**config.mk**
```make
export PLATFORM = sky130hd
export DESIGN_NAME = mem_access_unit
export DESIGN_NICKNAME = d
export VERILOG_FILES = /design/src/rtl/mem_access_unit.sv
export SDC_FILE = /design/constraint.sdc
export NUM_CORES = 1
export LEC_CHECK = 0
export CAP_MARGIN = 25
export CORE_MARGIN = 3
export CORE_UTILIZATION = 52
export CTS_BUF_LIST = sky130_fd_sc_hd__clkbuf_8
export DETAILED_ROUTE_END_ITERATION = 10
export PLACE_DENSITY = 0.92
export SLEW_MARGIN = 40
export SYNTH_ARGS = -nofsm -noshare
export SYNTH_HDL_FRONTEND = slang
export SYNTH_SLANG_ARGS = --single-unit
```
**constraint.sdc**
```tcl
create_clock -name clk -period 4 [get_ports clk]
set_input_delay 0.8 -clock clk [delete_from_list [all_inputs] [get_ports clk]]
set_output_delay 0.8 -clock clk [all_outputs]
set_load 0.05 [all_outputs]
```
**src/rtl/mem_access_unit.sv**
```systemverilog
// mem_access_unit: single-outstanding fetch/load/store controller between the
// multicycle control FSM and a variable-latency unified memory port.
// Generates byte enables, lane-replicated store data and extended load data.
// Optional build macro: MEM_MISALIGN_CHECK_EN. When it is defined, misaligned
// H/W accesses complete without touching memory and raise o_misalign.
module mem_access_unit #(
  parameter int ADDR_WIDTH = 32,
  parameter int DATA_WIDTH = 32,
  parameter int TIMEOUT    = 16
) (
  input  logic                  clk,
  input  logic                  arstn,
  input  logic                  i_req_valid,
  input  logic                  i_req_write,
  input  logic [ADDR_WIDTH-1:0] i_addr,
  input  logic [DATA_WIDTH-1:0] i_wdata,
  input  logic [2:0]            i_func_3,
  output logic                  o_req_ready,
  output logic                  o_stall,
  output logic                  o_done,
  output logic [DATA_WIDTH-1:0] o_rdata,
  output logic                  o_bus_error,
  output logic                  o_misalign,
  output logic                  o_mem_req,
  output logic                  o_mem_we,
  output logic [ADDR_WIDTH-1:0] o_mem_addr,
  output logic [DATA_WIDTH-1:0] o_mem_wdata,
  output logic [3:0]            o_mem_be,
  input  logic [DATA_WIDTH-1:0] i_mem_rdata,
  input  logic                  i_mem_ack
);

  typedef enum logic [1:0] {IDLE, REQ, RESP} state_e;

  state_e                state_q, state_d;
  logic [ADDR_WIDTH-1:0] addr_q, addr_d;
  logic [1:0]            off_q, off_d;
  logic [2:0]            func3_q, func3_d;
  logic                  we_q, we_d;
  logic [31:0]           wdata_q, wdata_d;
  logic [3:0]            be_q, be_d;
  logic [31:0]           cnt_q, cnt_d;
  logic [31:0]           rdata_q, rdata_d;
  logic                  bus_err_q, bus_err_d;
  logic                  misalign_q, misalign_d;
  logic                  misaligned;

  // Byte enables by size: func3[1:0] 00 byte, 01 half, anything else a full word.
  function automatic logic [3:0] lane_be(input logic [2:0] f3, input logic [1:0] off);
    case (f3[1:0])
      2'b00:   return 4'b0001 << off;
      2'b01:   return 4'b0011 << {off[1], 1'b0};
      default: return 4'b1111;
    endcase
  endfunction

  // Replicate right-aligned store data across every lane it could land in.
  function automatic logic [31:0] lane_wdata(input logic [2:0] f3, input logic [31:0] wd);
    case (f3[1:0])
      2'b00:   return {4{wd[7:0]}};
      2'b01:   return {2{wd[15:0]}};
      default: return wd;
    endcase
  endfunction

  // Pick the addressed byte/half out of the read word and extend it.
  function automatic logic [31:0] load_ext(input logic [2:0] f3, input logic [1:0] off,
                                           input logic [31:0] word);
    logic [7:0]  b;
    logic [15:0] h;
    b = 8'(word >> {off, 3'b000});
    h = 16'(word >> {off[1], 4'b0000});
    case (f3)
      3'b000:  return {{24{b[7]}}, b};
      3'b001:  return {{16{h[15]}}, h};
      3'b100:  return {24'b0, b};
      3'b101:  return {16'b0, h};
      default: return word;
    endcase
  endfunction

`ifdef MEM_MISALIGN_CHECK_EN
  // Half needs an even address, word needs a 4-byte aligned address.
  assign misaligned = ((i_func_3[1:0] == 2'b01) && i_addr[0]) ||
                      ((i_func_3[1:0] != 2'b00) && (i_func_3[1:0] != 2'b01) && (i_addr[1:0] != 2'b00));
`else
  assign misaligned = 1'b0;
`endif

  // Next-state and request latching for the IDLE -> REQ -> RESP sequence.
  always_comb begin
    state_d    = state_q;
    addr_d     = addr_q;
    off_d      = off_q;
    func3_d    = func3_q;
    we_d       = we_q;
    wdata_d    = wdata_q;
    be_d       = be_q;
    cnt_d      = cnt_q;
    rdata_d    = rdata_q;
    bus_err_d  = bus_err_q;
    misalign_d = misalign_q;
    case (state_q)
      IDLE: begin
        if (i_req_valid) begin
          addr_d     = {i_addr[ADDR_WIDTH-1:2], 2'b00};
          off_d      = i_addr[1:0];
          func3_d    = i_func_3;
          we_d       = i_req_write;
          wdata_d    = lane_wdata(i_func_3, i_wdata);
          be_d       = lane_be(i_func_3, i_addr[1:0]);
          cnt_d      = 32'd0;
          bus_err_d  = 1'b0;
          misalign_d = misaligned;
          if (misaligned) begin
            // Rejected access: skip memory entirely and report in RESP.
            we_d    = 1'b0;
            rdata_d = 32'd0;
            state_d = RESP;
          end else begin
            state_d = REQ;
          end
        end
      end
      REQ: begin
        // Ack takes priority over a timeout expiring in the same cycle.
        if (i_mem_ack) begin
          if (!we_q) rdata_d = load_ext(func3_q, off_q, i_mem_rdata);
          state_d = RESP;
        end else if ((TIMEOUT != 0) && (cnt_q == 32'(TIMEOUT - 1))) begin
          bus_err_d = 1'b1;
          rdata_d   = 32'd0;
          state_d   = RESP;
        end else begin
          cnt_d = cnt_q + 32'd1;
        end
      end
      RESP:    state_d = IDLE;
      default: state_d = IDLE;
    endcase
  end

  // State and request registers; async reset abandons any in-flight access.
  always_ff @(posedge clk or negedge arstn) begin
    if (!arstn) begin
      state_q    <= IDLE;
      addr_q     <= '0;
      off_q      <= 2'b00;
      func3_q    <= 3'b000;
      we_q       <= 1'b0;
      wdata_q    <= 32'd0;
      be_q       <= 4'b0000;
      cnt_q      <= 32'd0;
      rdata_q    <= 32'd0;
      bus_err_q  <= 1'b0;
      misalign_q <= 1'b0;
    end else begin
      state_q    <= state_d;
      addr_q     <= addr_d;
      off_q      <= off_d;
      func3_q    <= func3_d;
      we_q       <= we_d;
      wdata_q    <= wdata_d;
      be_q       <= be_d;
      cnt_q      <= cnt_d;
      rdata_q    <= rdata_d;
      bus_err_q  <= bus_err_d;
      misalign_q <= misalign_d;
    end
  end

  // Handshake and memory-port outputs decoded from the registered state.
  always_comb begin
    o_req_ready = (state_q == IDLE);
    o_stall     = (state_q == IDLE) ? i_req_valid : (state_q == REQ);
    o_done      = (state_q == RESP);
    o_bus_error = (state_q == RESP) && bus_err_q;
    o_misalign  = (state_q == RESP) && misalign_q;
    o_mem_req   = (state_q == REQ);
    o_mem_we    = (state_q == REQ) && we_q;
    o_mem_addr  = addr_q;
    o_mem_wdata = wdata_q;
    o_mem_be    = be_q;
    o_rdata     = rdata_q;
  end

endmodule

```
# Yosys cells after proc, flatten, opt, wreduce, memory -nomap -nowiden
# Cells that the tools add are included.
# op_classes
mux	19
shift	4
addsub	1
eq_ne	13
reduce_logical	12
# op_table
cell	n
2-to-1 mux 32 bit	6
case mux 32 bit (2 select lines)	2
case mux 32 bit (4 select lines)	1
adder 32 x 1 -> 32 bit, second input constant	1
equality test 32 x 4 -> 1 bit, second input constant	1
>> shifter 32 x 5 -> 16 bit	1
>> shifter 32 x 5 -> 8 bit	1
!= test 2 bit, second input constant	4
case mux 4 bit (2 select lines)	1
AND reduction 4 bit	2
equality test 3 bit, second input constant	2
2-to-1 mux 2 bit	3
equality test 2 x 1 -> 1 bit, second input constant	2
zero test 2 bit	2
2-to-1 mux 1 bit	4
case mux 2 bit (2 select lines)	1
AND reduction 2 bit	2
nonzero test 2 bit	2
<< shifter 1 x 2 -> 4 bit, first input constant	1
<< shifter 2 x 2 -> 4 bit, first input constant	1
equality test 3 x 1 -> 1 bit, second input constant	1
zero test 3 bit	1
!= test 3 x 1 -> 1 bit, second input constant	1
AND reduction 3 bit	1
other kinds (4)	5
# totals
output_inout_bits	107
register_bits	139
wordCells	59
inputBits	104

# Longest topological paths before layout
# Gate-level depths: netlist of run 1.
# logic_depth
word_depth	4
mapped_depth	8
ltp_nobuf	5

# Worst setup path after synthesis of run 1
# No wires, ideal clock.
# synth_path
path_type	register to output
startpoint	register state_q[0]
endpoint	output port o_stall
n_path_buf	3
arrival_ps	2323
stages_incl_launch_ff	7
setup_slack_ps	877
required_ps	3200
cell_sequence	dfrtp_1 > nor2_1 > nand2_1 > clkbuf_1 > clkbuf_1 > clkbuf_1 > nand2_1
# synth_between
elab_chain_cells	2
word_cells_on_any_way	3
cone_classes	eq/ne: 1; mux: 1; reduce/logical: 1
# synth_lines
element	line_no	text
from (decl)	35	state_e state_q, state_d;
from (signal assigned)	158	state_q <= state_d;
zero test 2 bit	-	
via o_req_ready	18	output logic o_req_ready,
2-to-1 mux 1 bit	175	o_stall = (state_q == IDLE) ? i_req_valid : (state_q == REQ);
to (decl)	19	output logic o_stall,
# The timed path passes the listed nets, and every way through them passes these cells.

# Final worst setup path of run 1
# layout_path
startpoint	register state_q[1]
endpoint	output port o_mem_we
# layout_between
elab_chain_cells	2
# layout_lines
element	line_no	text
equality test 2 x 1 -> 1 bit	180	o_mem_we = (state_q == REQ) && we_q;
logical AND 1 bit	180	
to (decl)	25	output logic o_mem_we,
# Every way passes these cells.

==> results of run 1 <==
[layer usage]
metal	GRT usage [%]	vias up	part of all wire, %
met5	0	-	0
met4	8.52	0	2.2
met3	8.67	35	8.3
met2	42.6	263	49
met1	34.0	2937	41
li1	-	2870	-
[worst max-delay path by stage]
| stage | from | endpoint | slack, ns | cells after the start |
|---|---|---|---|---|
| floorplan | state_q[0] | o_stall | 0.88 | 6 |
| global placement | i_mem_ack | cnt_q[13] | 0.90 | 5 |
| detailed placement | i_mem_ack | cnt_q[13] | 0.75 | 5 |
| CTS | state_q[1] | o_mem_we | 0.82 | 4 |
| global route | state_q[1] | o_mem_we | 0.73 | 4 |
| finish | state_q[1] | o_mem_we | 0.87 | 4 |
[cells by family after synthesis]
| group | after synthesis |
|---|---|
| and+or+nand+nor | 319 |
| AOI/OAI and AO/OA | 145 |
| DFF | 139 |
| buffers and inverters | 57 |
| muxes | 51 |
| xor gates and xnor gates | 3 |
| adders and majority gates | 1 |
| other | 1 |
[metrics by stage]
stage                     cells  setup slack (ns)
final                      1089             0.866
after global routing       1089             0.730
after CTS                  1089             0.823
after detailed placement   1058             0.749
after global placement     1058             0.903
after floorplan             718             0.877
[sequential cells by signal, indices dropped and copies added, names as in the netlist]
signal,flops
cnt_q,32
o_mem_wdata,32
o_rdata,32
o_mem_addr,30
o_mem_be,4
func3_q,3
off_q,2
state_q,2
bus_err_q,1
we_q,1
[cell type report]
class	count	area (sq um)
sequential	139	3480
fill	917	3380
multi-input combinational	522	3050
timing repair buffer	218	2160
clock buffer	19	262
tap	172	215
clock inverter	12	100
inverter	7	26.3
[synthesized netlist by cell type, types with 2 or more instances]
cell	instances	area share, %
and4_2	2	0.30
o21a_1	2	0.22
or4_1	5	0.55
a21boi_0	6	0.66
buf_2	8	0.59
clkbuf_8	3	0.61
xor2_1	2	0.26
o31a_1	2	0.26
or4_2	2	0.26
nand3_1	10	0.74
mux2i_1	42	6.2
inv_1	6	0.33
a22o_1	25	3.2
mux2_2	8	1.3
nor2_1	27	1.5
o22ai_1	5	0.46
buf_1	4	0.22
and3_1	2	0.18
nand2b_1	34	3.1
a21oi_1	28	2.1
nor4_1	13	1.2
and2_1	3	0.28
and4_1	4	0.52
o311ai_0	3	0.39
dfrtp_1	139	51
buf_4	3	0.33
o41ai_1	3	0.39
nand2_1	186	10
o2bb2ai_1	7	0.90
or3_1	5	0.46
o21ai_0	45	3.3
clkbuf_1	31	1.7
a221oi_1	6	0.78
nor2b_1	3	0.28
nand4_1	11	1.0
o31ai_1	6	0.66
nor3_1	5	0.37
[power by group through the flow]
| stage | Clock [W] | Combinational, W | Sequential (W) |
|---|---|---|---|
| 6_report | 0.00106 | 0.00368 | 0.00222 |
| 5_1_grt | 0.00114 | 0.00387 | 0.00228 |
| 4_1_cts | 0.00108 | 0.00370 | 0.00222 |
| 3_5_place_dp | 0 | 0.00369 | 0.00223 |
| 3_3_place_gp | 0 | 0.00362 | 0.00221 |
| 2_1_floorplan | 0 | 0.000956 | 0.00363 |
==> results.tsv, run 1 <==
stage	metric	value	unit
clock_tree	clk_pin_slew	0.08	ns
timing	setup_tns	0	ns
global_routing	grtUsageTotal	26.5	%
yosys	yosys.area_share.simple	22.0	%
global_routing	grt_first_pass_wirelength	30.4	mm
yosys	ys_seq_area_share	51.3	%
worst_setup_path	critPathLaunchType	flip-flop	
cells_and_area	fin_util	73.3	%
clock_tree	cts_tree	built	
timing	setup_viol	0	
placed_design	port_buffers	207	
cells_and_area	area_growth	37.1	%
timing	hold_viol	0	
cells_and_area	final_layout_size_suffix_gt1_share	6.98	%
yosys	synth_edf_count	0	
power	p_clk_share	15.2	%
timing	slew_headroom	44.7	%
yosys	synth_seq_cells	139	
yosys	netlist_instances	716	
floorplanning	row_count	41	
cells_and_area	fin_nets	1010	
worst_setup_path	end_kind	output port	
power	switchingPower	0.00334	W
placed_design	gp_congestion	0.891	
hold_path	hold_path.class	in2async	
timing	max_freq	319	MHz
floorplanning	pin_count	211	
clock_tree	cts_hold_buf	0	
floorplanning	die_area	14400	sq um
detailed_routing	postRouteAntennaNets	0	
clock_tree	ctsLongestPathBuffers	2	
clock_tree	clk_latency	0.44	ns
yosys	synthMuxAreaShare	7.86	%
power	internal_power	0.00362	W
timing	period_minus_slack	3.13	ns
detailed_routing	drtPass1Iterations	4	
yosys	syn_area	6780	sq um
detailed_routing	drt_wl_total	19.0	mm
worst_setup_path	r2r_setup_slack	1.56	ns
clock_tree	cts.sinks	139	
floorplanning	chipHeight	120	um
floorplanning	start_util	53.5	%
yosys	async_flop_share	100	%
yosys	syn_area_per_cell	9.47	sq um
placed_design	placed_area	8930	sq um
worst_setup_path	crit_family	buffers and inverters	
global_routing	antenna_found_initial	0	
cells_and_area	layout_commonest_cell	clkdlybuf4s50_1	
timing	rsz0062_at_grt	false	
global_routing	grt_pass1_vias	5901	
cells_and_area	antenna_cells	0	
worst_setup_path	worstReg2RegEnd	o_rdata[21]	
power	seqPwrFrac	31.9	%
global_routing	grt_overflow	0	
job	drv_cap	0	
yosys	synth_top_family_by_area	simple AND/OR/NAND/NOR gates	
power	switching_share	48.0	%
power	power_leakage	4.08	nW
global_routing	grt_max_degree	103	
worst_setup_path	worst-setup-path-type	reg2out	
worst_setup_path	reg2reg_depth	4	
cells_and_area	layout_common_cells	clkdlybuf4s50_1 (206), nand2_1 (185), dfrtp_1 (139), o21ai_0 (45), mux2i_1 (42)	
detailed_routing	vias	6105	
timing	period_share	78.4	%
cells_and_area	final_area	9290	sq um
worst_setup_path	reg2reg_from	off_q[1]	
timing	tightest_slew	0.830	ns
yosys	synth_compound_area_share	14.2	%
worst_setup_path	path_max_fanout	5	
yosys	synth-main-ff-cell	dfrtp_1	
run_status	status	finished clean	
detailed_routing	viasPerCell	5.61	
worst_setup_path	required	3.20	ns
power	peakVddDrop	0.548	mV
power	p_total	0.00697	W
power	power.density	750	nW/um^2
clock_tree	cts_buffers	17	
worst_setup_path	max_stage_delay	0.82	ns
yosys	synthAdderAreaFrac	0.185	%
clock_tree	cts-root-buf	clkbuf_8	
timing	clock_skew	0.0139	ns
worst_setup_path	crit_buf_inv	2	
yosys	yosysUniqueCellTypes	57	
clock_tree	cts_max_level	4	
floorplanning	core_area	12700	sq um
floorplanning	chipWidth	120	um
clock_tree	cts_setup_buffers	0	
detailed_routing	drtIter0Drc	490	
yosys	yosys_warnings	0	
detailed_routing	wl_per_cell	17.4	um
timing	slew_violations	0	
yosys	synthXorXnorAreaFrac	0.388	%
power	comb_power_share	52.9	%
placed_design	dp_hpwl	13.3	mm
worst_setup_path	cp_slowest_cell	clkdlybuf4s50_1	
timing	finalHoldWorstSlack	0.367	ns
worst_setup_path	crit_chain	nand2b_1 -> inv_1 -> and2_1 -> clkdlybuf4s50_1	
worst_setup_path	arrival	2.33	ns
clock_tree	post_cts_resized	0	
detailed_routing	drcViolationCount	0	
No activity file was read; power rests on OpenSTA's default activity.
==> run 2: changes to the inputs <==
CORE_UTILIZATION = 44   (was 52)
PLACE_DENSITY = 0.83   (was 0.92)
clock period = 2.6 ns   (was 4 ns; I/O delays follow)
==> run 2 against run 1 <==
First-iteration DRC count down 20%; clock power up 68%; worst hold slack worse by 0.34 ns; critical path type unchanged; routed wire length down 2.5%; worst setup slack worse by 0.68 ns; die area up 17%; highest routed layer unchanged; non-clock buffer count up 9; largest cell class unchanged; sequential power up 51%; register-to-register slack worse by 1.1 ns.
==> results.tsv, run 2 (same netlist as run 1, synthesis figures left out) <==
stage	metric	value	unit	change
run_status	status	finished clean		
floorplanning	start_util	45.8	%	-7.7 points
detailed_routing	vias	6020		-1.4%
timing	period_minus_slack	2.42	ns	
floorplanning	die_area	16900	sq um	+17%
floorplanning	core_area	14800	sq um	+17%
global_routing	grt_first_pass_wirelength	29.9	mm	-1.6%
worst_setup_path	path_max_fanout	5		unchanged
clock_tree	ctsLongestPathBuffers	2		unchanged
cells_and_area	final_layout_size_suffix_gt1_share	8.31	%	+1.3 points
power	power_leakage	4.20	nW	+3.0%
power	switchingPower	0.00510	W	+53%
power	seqPwrFrac	30.7	%	-1.2 points
placed_design	dp_hpwl	13.3	mm	-0.23%
timing	slew_violations	0		unchanged
cells_and_area	area_growth	39.8	%	
placed_design	port_buffers	207		unchanged
detailed_routing	wl_per_cell	16.7	um	-4.5%
timing	tightest_slew	0.693	ns	-0.137 ns
worst_setup_path	crit_path_end	o_done		
clock_tree	cts.sinks	139		unchanged
clock_tree	cts_tree	built		
power	p_total	0.0109	W	+56%
timing	slew_headroom	53.5	%	+8.9 points
timing	setup_tns	0	ns	unchanged
global_routing	antenna_found_initial	0		unchanged
floorplanning	pin_count	211		unchanged
global_routing	grt_max_degree	130		+26%
worst_setup_path	worstReg2RegEnd	o_rdata[5]		
timing	rsz0062_at_grt	false		
clock_tree	cts-root-buf	clkbuf_8		
hold_path	hold_path.class	in2async		
placed_design	dp.cells	1079		+2.0%
timing	max_freq	414	MHz	
timing	hold_viol	0		unchanged
cells_and_area	layout_common_cells	clkdlybuf4s50_1 (201), nand2_1 (185), dfrtp_1 (139), o21ai_0 (45), mux2i_1 (42)		
cells_and_area	layout_commonest_cell	clkdlybuf4s50_1		
detailed_routing	drcViolationCount	0		unchanged
clock_tree	clk_pin_slew	0.08	ns	about the same
power	peakVddDrop	0.788	mV	+44%
timing	period_share	93.0	%	
worst_setup_path	critPathLaunchType	flip-flop		
detailed_routing	drt_wl_total	18.5	mm	-2.5%
global_routing	grtUsageTotal	22.2	%	-4.3 points
worst_setup_path	startpoint	state_q[1]		
worst_setup_path	r2r_setup_slack	0.50	ns	-1.06 ns
detailed_routing	drtIter0Drc	393		-20%
clock_tree	cts_setup_buffers	0		unchanged
global_routing	grt_pass1_vias	5796		-1.8%
worst_setup_path	reg2reg_depth	5		+1
detailed_routing	postRouteAntennaNets	0		unchanged
worst_setup_path	end_kind	output port		
cells_and_area	antenna_cells	0		unchanged
cells_and_area	fin_util	64.0	%	-9.4 points
clock_tree	post_cts_resized	0		unchanged
floorplanning	chipHeight	130	um	+8.3%
clock_tree	clk_latency	0.45	ns	about the same
floorplanning	row_count	44		+7.3%
power	switching_share	46.8	%	-1.2 points
detailed_routing	drtPass1Iterations	5		+1
cells_and_area	layoutNonFillerInstCount	1111		+2.0%
power	power.density	1150	nW/um^2	+53%
timing	clock_skew	0.0112	ns	-0.00265 ns
global_routing	grt_overflow	0		unchanged
worst_setup_path	required	2.08	ns	-1.12 ns
power	p_clk_share	16.4	%	+1.2 points
clock_tree	cts_buffers	17		unchanged
cells_and_area	fin_nets	1019		+0.89%
worst_setup_path	arrival	1.90	ns	-0.43 ns
placed_design	gp_congestion	0.849		-4.7%
power	internal_power	0.00579	W	+60%
clock_tree	cts_hold_buf	0		unchanged
floorplanning	chipWidth	130	um	+8.3%
job	drv_cap	0		unchanged
worst_setup_path	worst-setup-path-type	reg2out		
clock_tree	cts_max_level	4		unchanged
worst_setup_path	reg2reg_from	cnt_q[28]		
power	comb_power_share	52.9	%	about the same
detailed_routing	viasPerCell	5.42		-3.3%
timing	setup_viol	0		unchanged
run 2: layout make-up:
cell class | instances | area [sq um]
sequential | 139 | 3480
clock buffer | 21 | 289
timing repair buffer | 227 | 2280
multi-input combinational | 522 | 3050
clock inverter | 11 | 119
inverter | 7 | 26.3
fill | 1211 | 5340
tap | 184 | 230
run 2: metrics by stage:
| step | instance area [sq um] | setup slack (ns) | hold slack, ns |
|---|---|---|---|
| 2_1_floorplan | 6790 | 0.0315 | 0.224 |
| 3_3_place_gp | 9060 | 0.272 | 0.457 |
| 3_5_place_dp | 9060 | 0.198 | 0.463 |
| 4_1_cts | 9470 | 0.0294 | 0.0178 |
| 5_1_grt | 9470 | 0.0895 | 0.0342 |
| 6_report | 9470 | 0.182 | 0.0299 |
run 2: critical path: stages (launching register included):
cell	delay, ns
dfrtp_1	0.45
nor2b_1	0.18
clkdlybuf4s50_1	0.83
run 2: worst min-delay path by stage:
stage,startpoint,to,slack (ns),cells after the start
after floorplan,arstn,bus_err_q,0.22,0
after global placement,o_mem_addr[27],o_mem_addr[27],0.46,2
after detailed placement,o_mem_addr[12],o_mem_addr[12],0.46,2
after CTS,arstn,o_mem_addr[15],0.02,1
after global routing,arstn,o_mem_addr[13],0.03,1
final,arstn,o_mem_addr[15],0.03,1
run 2: power groups by stage:
stage / clock network [W] / logic [W] / registers (W)
after global placement: 0 / 0.00573 / 0.00335
after detailed placement: 0 / 0.00580 / 0.00337
after CTS: 0.00182 / 0.00581 / 0.00335
final: 0.00178 / 0.00577 / 0.00335
after floorplan: 0 / 0.00147 / 0.00559
after global routing: 0.00192 / 0.00609 / 0.00344
run 2: metal layers:
metal,wire (um),global-route usage [%],vias up
met3,1490,7.33,42
met4,431,8.50,0
met5,0,0,-
li1,-,-,2892
met2,8530,33.7,256
met1,8070,29.7,2830
==> run 3: changes to the inputs <==
CORE_MARGIN = 2   (was 3)
HOLD_SLACK_MARGIN = 0.03   (was default)
SLEW_MARGIN = 20   (was 40)
==> run 3 against run 2 <==
Core utilization decreased by 1.4 points; non-clock buffer count decreased by 2; fmax increased by 0.72%.
==> results.tsv, run 3 (same netlist as run 1, synthesis figures left out) <==
stage	metric	value	unit	change
power	switchingPower	0.00516	W	+1.0%
detailed_routing	drtIter0Drc	475		+21%
timing	period_minus_slack	2.40	ns	-0.0172 ns
cells_and_area	layout_common_cells	clkdlybuf4s50_1 (201), nand2_1 (185), dfrtp_1 (139), o21ai_0 (45), mux2i_1 (42)		
power	internal_power	0.00588	W	+1.5%
placed_design	dp_hpwl	13.0	mm	-2.0%
floorplanning	start_util	44.8	%	-1.0 points
cells_and_area	layout_commonest_cell	clkdlybuf4s50_1		
clock_tree	cts_tree	built		
floorplanning	core_area	15100	sq um	+2.3%
global_routing	grt_overflow	0		unchanged
power	p_total	0.0110	W	+1.3%
detailed_routing	drt_wl_total	18.5	mm	-0.26%
worst_setup_path	required	2.08	ns	about the same
global_routing	grt_pass1_vias	6119		+5.6%
timing	tightest_slew	0.708	ns	+0.0155 ns
clock_tree	cts.sinks	139		unchanged
detailed_routing	drcViolationCount	0		unchanged
timing	max_freq	416	MHz	+0.72%
floorplanning	chipWidth	128	um	-1.5%
global_routing	grt_max_degree	130		unchanged
power	switching_share	46.7	%	-0.12 points
power	power.density	1160	nW/um^2	+1.2%
clock_tree	clk_latency	0.44	ns	about the same
clock_tree	cts-root-buf	clkbuf_8		
worst_setup_path	path_max_fanout	5		unchanged
clock_tree	cts_max_level	4		unchanged
timing	hold_viol	0		unchanged
cells_and_area	antenna_cells	0		unchanged
global_routing	antenna_found_initial	0		unchanged
power	seqPwrFrac	30.4	%	-0.3 points
worst_setup_path	critPathLaunchType	flip-flop		
timing	clock_skew	0.0111	ns	-0.000115 ns
timing	slew_headroom	52.5	%	-1.0 points
floorplanning	chipHeight	128	um	-1.5%
clock_tree	cts_buffers	17		unchanged
cells_and_area	area_growth	39.9	%	
power	p_clk_share	17.4	%	+1.0 points
timing	slew_violations	0		unchanged
clock_tree	clk_pin_slew	0.08	ns	about the same
floorplanning	row_count	45		+2.3%
power	peakVddDrop	0.858	mV	+8.9%
cells_and_area	final_layout_size_suffix_gt1_share	8.12	%	-0.19 points
worst_setup_path	end_kind	output port		
job	drv_cap	0		unchanged
detailed_routing	drtPass1Iterations	5		unchanged
run_status	status	finished clean		
placed_design	gp_congestion	0.904		+6.6%
floorplanning	die_area	16400	sq um	-3.1%
hold_path	hold_path.class	reg2reg		
power	power_leakage	4.18	nW	-0.43%
global_routing	grtUsageTotal	23.6	%	+1.4 points
detailed_routing	wl_per_cell	16.6	um	-0.35%
detailed_routing	postRouteAntennaNets	0		unchanged
clock_tree	ctsLongestPathBuffers	2		unchanged
timing	period_share	92.3	%	-0.66 points
timing	setup_viol	0		unchanged
timing	rsz0062_at_grt	false		
worst_setup_path	worst-setup-path-type	reg2out		
floorplanning	pin_count	211		unchanged
worst_setup_path	arrival	1.88	ns	-0.02 ns
placed_design	port_buffers	207		unchanged
power	comb_power_share	52.2	%	-0.7 points
global_routing	grt_first_pass_wirelength	30.8	mm	+3.1%
timing	finalHoldWorstSlack	0.477	ns	+0.447 ns
cells_and_area	fin_nets	1017		-0.20%
detailed_routing	viasPerCell	5.42		about the same
detailed_routing	vias	6023		+0.050%
timing	setup_tns	0	ns	unchanged
==> run 3: cell count changes in the layout (fill, tap and decap cells not counted), sizes merged <==
cell | before | now
inv | 7 | 8
dlymetal6s2s | 3 | 2
dlygate4sd3 | 0 | 1
bufinv | 2 | 4
buf | 23 | 21
clkbuf | 21 | 17
==> run 3: path summary, 6_finish.rpt <==
path	end	cells past startpoint	start	slack (ns)
max reg2reg	o_rdata[22]	5	cnt_q[27]	0.48
min reg2reg	o_mem_addr[30]	2	o_mem_addr[30]	0.48
max	o_done	2	state_q[0]	0.20
min	o_mem_addr[30]	2	o_mem_addr[30]	0.48
max in group asynchronous	o_mem_be[3]	3	arstn	1.40
min in group asynchronous	o_mem_addr[19]	2	arstn	0.58
==> run 3: cell type report <==
class,instances,area [sq um]
Clock inverter,14,196
Tap cell,188,235
Clock buffer,17,234
Fill cell,1240,5660
Inverter,7,26.3
Multi-Input combinational cell,522,3050
Sequential cell,139,3480
Timing Repair Buffer,225,2260
==> run 3: through the flow <==
stage | util (%) | std cells | setup slack (ns) | cell area, sq um
after floorplan | - | 718 | 0.0315 | 6790
after CTS | 62.6 | 1112 | 0.0237 | 9480
final | 62.6 | 1112 | 0.199 | 9480
after detailed placement | 59.7 | 1080 | 0.238 | 9040
after global placement | 59.7 | 1080 | 0.264 | 9040
after global routing | 62.6 | 1112 | 0.0877 | 9480
==> run 3: metal layers <==
layer  GRT usage [%]  vias up  wire [um]
li1                -     2907          -
met2            36.5      222       8840
met4            9.24        0        460
met3            7.64       32       1290
met1            30.9     2862       7880
met5               0        -          0
==> run 3: repair_timing <==
| item | CTS | global route |
|---|---|---|
| buffers inserted | 0 | 0 |
| hold buffers | 1 | 0 |
| endpoints found under the setup margin | 0 | 2 |
| hold endpoints to repair | 28 | 0 |
| resized for setup | 0 | 2 |
==> run 3: power groups by stage <==
stage               logic, W  registers [W]  clock network, W
finish               0.00577        0.00335           0.00192
global route         0.00610        0.00344           0.00209
CTS                  0.00579        0.00335           0.00197
detailed placement   0.00578        0.00337                 0
global placement     0.00571        0.00335                 0
floorplan            0.00147        0.00559                 0
==> run 3: critical path, cell delays in order, from the launching register on <==
cell and delay (ns):
dfrtp_1 0.44, nor2b_1 0.16, clkdlybuf4s50_1 0.83
